==> src/rtl/mmu_sequencer.sv <==
// rtl/mmu_sequencer.sv - operand loader, skewed feeder and result drainer for an N x N systolic MMU
// Optional cycle counter enabled by defining MMU_SEQUENCER_PERF_EN.
module mmu_sequencer #(
    parameter int N         = 2,
    parameter int DRAIN_CYC = 3
) (
    input  logic                clk,
    input  logic                rst,
    input  logic                in_valid,
    output logic                in_ready,
    input  logic [7:0]          in_data,
    output logic                out_valid,
    input  logic                out_ready,
    output logic [16:0]         out_data,
    output logic                busy,
    output logic                start_pulse,
    output logic [8*N-1:0]      a_feed,
    output logic [8*N-1:0]      b_feed,
    input  logic [17*N*N-1:0]   c_res,
    output logic [15:0]         perf_cycles
);

    localparam int NN       = N * N;
    localparam int TOT      = 2 * NN;
    localparam int FEED_LEN = 3 * N - 2;
    localparam int CW       = 8;
    localparam int IW       = $clog2(TOT);
    localparam int RW       = $clog2(NN);

    localparam logic [2:0] S_IDLE  = 3'd0;
    localparam logic [2:0] S_LOAD  = 3'd1;
    localparam logic [2:0] S_FEED  = 3'd2;
    localparam logic [2:0] S_DRAIN = 3'd3;
    localparam logic [2:0] S_OUT   = 3'd4;

    logic [2:0]     state_q, state_d;
    logic [CW-1:0]  cnt_q, cnt_d;
    logic [7:0]     opnd_q [TOT];
    logic [16:0]    res_q [NN];
    logic [8*N-1:0] a_feed_q, a_feed_d;
    logic [8*N-1:0] b_feed_q, b_feed_d;
    logic           start_q, start_d;
    logic           accept;
    logic           capture;
    logic           last_hs;
    logic           feed_next;

    assign in_ready  = (state_q == S_IDLE) || (state_q == S_LOAD);
    assign busy      = (state_q != S_IDLE);
    assign out_valid = (state_q == S_OUT);
    assign out_data  = (state_q == S_OUT) ? res_q[cnt_q[RW-1:0]] : 17'd0;
    // The counter saturates at TOT in LOAD, giving one settle cycle before FEED.
    assign accept    = in_valid && in_ready && (cnt_q < CW'(TOT));
    assign last_hs   = (state_q == S_OUT) && out_ready && (cnt_q == CW'(NN - 1));
    assign capture   = (state_q == S_DRAIN) && (cnt_q == CW'(DRAIN_CYC - 1));

    assign start_pulse = start_q;
    assign a_feed      = a_feed_q;
    assign b_feed      = b_feed_q;

    always_comb begin
        state_d = state_q;
        cnt_d   = cnt_q;
        case (state_q)
            S_IDLE: begin
                if (accept) begin
                    state_d = S_LOAD;
                    cnt_d   = CW'(1);
                end
            end
            S_LOAD: begin
                if (cnt_q == CW'(TOT)) begin
                    state_d = S_FEED;
                    cnt_d   = '0;
                end else if (accept) begin
                    cnt_d = cnt_q + CW'(1);
                end
            end
            S_FEED: begin
                if (cnt_q == CW'(FEED_LEN - 1)) begin
                    state_d = S_DRAIN;
                    cnt_d   = '0;
                end else begin
                    cnt_d = cnt_q + CW'(1);
                end
            end
            S_DRAIN: begin
                if (capture) begin
                    state_d = S_OUT;
                    cnt_d   = '0;
                end else begin
                    cnt_d = cnt_q + CW'(1);
                end
            end
            S_OUT: begin
                if (last_hs) begin
                    state_d = S_IDLE;
                    cnt_d   = '0;
                end else if (out_ready) begin
                    cnt_d = cnt_q + CW'(1);
                end
            end
            default: begin
                state_d = S_IDLE;
                cnt_d   = '0;
            end
        endcase
    end

    // Feed lanes are computed from the next state so the registered outputs line up with k.
    always_comb begin
        feed_next = (state_d == S_FEED);
        start_d   = feed_next && (cnt_d == '0);
        a_feed_d  = '0;
        b_feed_d  = '0;
        for (int i = 0; i < N; i++) begin
            for (int m = 0; m < N; m++) begin
                if (feed_next && (cnt_d == CW'(i + m))) begin
                    a_feed_d[8*i +: 8] = opnd_q[i*N + m];
                    b_feed_d[8*i +: 8] = opnd_q[NN + m*N + i];
                end
            end
        end
    end

    always_ff @(posedge clk or posedge rst) begin
        if (rst) begin
            state_q  <= S_IDLE;
            cnt_q    <= '0;
            start_q  <= 1'b0;
            a_feed_q <= '0;
            b_feed_q <= '0;
            for (int t = 0; t < TOT; t++) opnd_q[t] <= '0;
            for (int e = 0; e < NN; e++) res_q[e] <= '0;
        end else begin
            state_q  <= state_d;
            cnt_q    <= cnt_d;
            start_q  <= start_d;
            a_feed_q <= a_feed_d;
            b_feed_q <= b_feed_d;
            if (accept) opnd_q[cnt_q[IW-1:0]] <= in_data;
            if (capture) begin
                for (int e = 0; e < NN; e++) res_q[e] <= c_res[17*e +: 17];
            end
        end
    end

`ifdef MMU_SEQUENCER_PERF_EN
    logic [15:0] perf_cnt_q, perf_cnt_d;
    logic [15:0] perf_q;

    // The accepting cycle of the first byte counts as the operation's first cycle.
    always_comb begin
        perf_cnt_d = perf_cnt_q;
        if ((state_q == S_IDLE) && accept) begin
            perf_cnt_d = 16'd1;
        end else if (busy && (perf_cnt_q != 16'hFFFF)) begin
            perf_cnt_d = perf_cnt_q + 16'd1;
        end
    end

    always_ff @(posedge clk or posedge rst) begin
        if (rst) begin
            perf_cnt_q <= '0;
            perf_q     <= '0;
        end else begin
            perf_cnt_q <= perf_cnt_d;
            if (last_hs) perf_q <= perf_cnt_d;
        end
    end

    assign perf_cycles = perf_q;
`else
    assign perf_cycles = 16'd0;
`endif

endmodule

==> config.mk <==
export PLATFORM = sky130hd
export DESIGN_NAME = mmu_sequencer
export DESIGN_NICKNAME = d
export VERILOG_FILES = /design/src/rtl/mmu_sequencer.sv
export SDC_FILE = /design/constraint.sdc
export NUM_CORES = 1
export LEC_CHECK = 0
export CORE_MARGIN = 4
export CORE_UTILIZATION = 57
export DETAILED_ROUTE_END_ITERATION = 6
export GPL_ROUTABILITY_DRIVEN = 0
export PLACE_DENSITY = 0.86
export REMOVE_ABC_BUFFERS = 1
export SLEW_MARGIN = 20
export SYNTH_ARGS = -nofsm -noshare
export SYNTH_HDL_FRONTEND = slang
export SYNTH_SLANG_ARGS = --single-unit
export TNS_END_PERCENT = 50
==> constraint.sdc <==
create_clock -name clk -period 8.7 [get_ports clk]
set_input_delay 1.74 -clock clk [delete_from_list [all_inputs] [get_ports clk]]
set_output_delay 1.74 -clock clk [all_outputs]
set_load 0.01 [all_outputs]
==> summary.txt <==
Peak Freq - 222 MHz
Vias/cell - 5.92
Metal2 WL - 9810 microns
Antenna violations before repair - 0
Mapped cell area - 8200 sq um
Crit path from - cnt_q[0]$_DFF_PP0_
Share of post-route cells with drive strength above 1 - 0.330
Post-Layout Cell Count - 904
Final Cell Area - 10300 sq um
DIE AREA - 16400 sq um
H-Tree Depth - 4
Vias in the first global route - 5707
Most common cell after layout, fill and taps aside - dfrtp_1
CP Capture Type - output pin
CTS tree - done
Diode count - 0
Worst Setup EP - out_data[3]
Commonest non-fill, non-tap cells in the layout - 176 x dfrtp_1, 132 x mux2_2, 132 x clkdlybuf4s50_1
Hold crit path type - reg2reg
Die W - 128 microns
Status - completed
GR Overflow Total - 0
Synth Warn # - 0
Reg-to-reg slack, setup - 5080 ps
Final Hold Vio Count - 0
Drt drc - 0
Largest net degree at the start of global routing - 113
Worst Tran Pin Value - 966 ps
# nets final - 795
Cell family with most CP delay - buffers and inverters
Worst Path Arrival - 2770 ps
Worst path max stage delay - 670 ps
Clk buf depth - 2
Avg WL per Cell - 20.3 microns
Top_reg_cell synth - dfrtp_1
Asr flop ratio synth - 1.00
Setup CP Type - reg2out
RSZ-0062 raised after global routing - false
Power density over cell area - 343 nW/um^2
Yosys cell types - 63
Reg2Reg Depth - 9
Avg Cell Area, Syn - 14.0 sq um
PortBufs - 132
Clk root buf - clkbuf_16
Final wirelength - 18400 microns
Leakage power - 4.37 nW
Critical Path Stages - 4
TNS Setup - 0 ps
# hold bufs at CTS - 0
Worst R2R End - a_feed[7]$_DFF_PP0_
Setup violators final - 0
VDD IR-drop max - 189 uV
Max Slew Vio Count - 0
Post-CTS setup buffer count - 0
Post-CTS Resized - 0
Initial core utilization - 0.586
CP required - 6960 ps
Sequential-to-total area share from yosys stat - 0.537
Buf+Inv Stages, Crit Path - 2
Top sig layer - met4
Register area - 4400 sq um
Post-Place Worst Slack - 4210 ps
Clock sink count - 176
Worst Skew - 10.5 ps
Final ANT Viol Nets - 0
Placed Area - 9600 sq um
Critical path, cell by cell - buf_4 -> mux4_2 -> and2_1 -> clkdlybuf4s50_1
Worst Slack Setup Final - 4190 ps
GR Util All Layers - 0.233
Worst R2R Start - cnt_q[1]$_DFF_PP0_
Startpoint Class - flop
Multi-input logic area - 3540 sq um
Worst Hold Margin - 502 ps
Count of flip-flops with a built-in enable after synthesis - 0
DP Cell Count - 872
Core box area - 14000 sq um
FP Rows - 43
Fill cells - 873
Final period util - 0.518
First-pass GRT wire length - 29700 microns
Die H - 128 microns
FF+latch count, synth - 176
CP max-delay cell - dfrtp_1
Initial DRC count - 494
Clk slew on worst S/H paths - 60 ps
Detail Placement HPWL - 12300 microns
Met1 WL - 7300 microns
Max-Cap Viols - 0
Number of CTS-inserted buffers - 17
Relative slew margins - 0.356
Post-Syn Instances - 586
Max Fanout on Critical Path - 17
Metal3 WL - 836 microns
Top-Level Pins - 149
Worst skew pair latency - 420 ps
P&R area growth vs syn - 25.1%
Total number of vias - 5349
Length of the first detailed-routing pass in iterations - 6
Final min period - 4510 ps
Total Power - 3.52 mW
Final core occ - 0.734
[worst reg2reg max path, stage by stage, from the launching register on]
cell	delay (ps)
dfrtp_1	480
buf_4	400
ha_1	410
nand2b_1	160
o311ai_1	620
a2111oi_0	260
a221oi_2	360
o211ai_4	110
buf_4	300
nor4_1	400
[per-layer routing]
layer	vias up	track usage
met1	2766	0.295
met2	174	0.407
met3	36	0.0404
met4	0	0.0774
met5	-	0
li1	2373	-
[layout make-up]
class	count	area share
timing repair buffer	140	0.135
sequential	176	0.429
clock inverter	12	0.0197
inverter	11	0.00451
multi-input combinational	365	0.345
tap	180	0.0219
clock buffer	20	0.0455
[synthesized netlist by cell type (all sizes together), types with 9 or more instances]
master  number  area (sq um)
mux4        17           383
nor2        17          71.3
mux2       132          1490
mux2i       18           180
inv         11          41.3
o21ai        9          45.0
a22oi       16           170
and2        19           119
nor3        21           165
nand2       16          67.6
clkbuf      17          63.8
dfrtp      176          4400
nor4        18           200
buf         32           225
[sequential cells by signal, summed over array words and instances, names as in the netlist]
name         cells
a_feed          16
b_feed          16
cnt_q            8
opnd_q          64
res_q           68
start_pulse      1
state_q          3
[cells by family (layout without fill, tap and decap cells)]
| kind of cell | count (synthesis) | after routing | synth area share |
|---|---|---|---|
| flops | 176 | 176 | 0.537 |
| mux | 167 | 167 | 0.250 |
| simple gates | 122 | 122 | 0.102 |
| buf+inv | 60 | 183 | 0.0403 |
| compound gates | 55 | 55 | 0.0630 |
| fa+ha+maj | 4 | 4 | 0.00610 |
| other cells | 1 | 16 | 0.000457 |
| xor+xnor | 1 | 1 | 0.00107 |
[how the worst min path moves through the flow]
stage | start | endpoint | slack (ps) | cells after the start
after CTS | res_q[25]$_DFFE_PP0P_ | res_q[25]$_DFFE_PP0P_ | 510 | 1
after global placement | res_q[28]$_DFFE_PP0P_ | res_q[28]$_DFFE_PP0P_ | 480 | 1
after floorplan | res_q[17]$_DFFE_PP0P_ | res_q[17]$_DFFE_PP0P_ | 470 | 1
after detailed placement | res_q[25]$_DFFE_PP0P_ | res_q[25]$_DFFE_PP0P_ | 490 | 1
after global routing | res_q[59]$_DFFE_PP0P_ | res_q[59]$_DFFE_PP0P_ | 520 | 1
final | res_q[43]$_DFFE_PP0P_ | res_q[43]$_DFFE_PP0P_ | 500 | 1
[power by group]
group / internal (mW) / leakage [nW] / switching, mW / total [mW]
clock network: 0.535 / 0.327 / 0.314 / 0.848
registers: 1.13 / 2.20 / 0.210 / 1.34
logic: 0.665 / 1.84 / 0.662 / 1.33
total: 2.33 / 4.37 / 1.19 / 3.52
No activity file was read; power rests on OpenSTA's default activity.
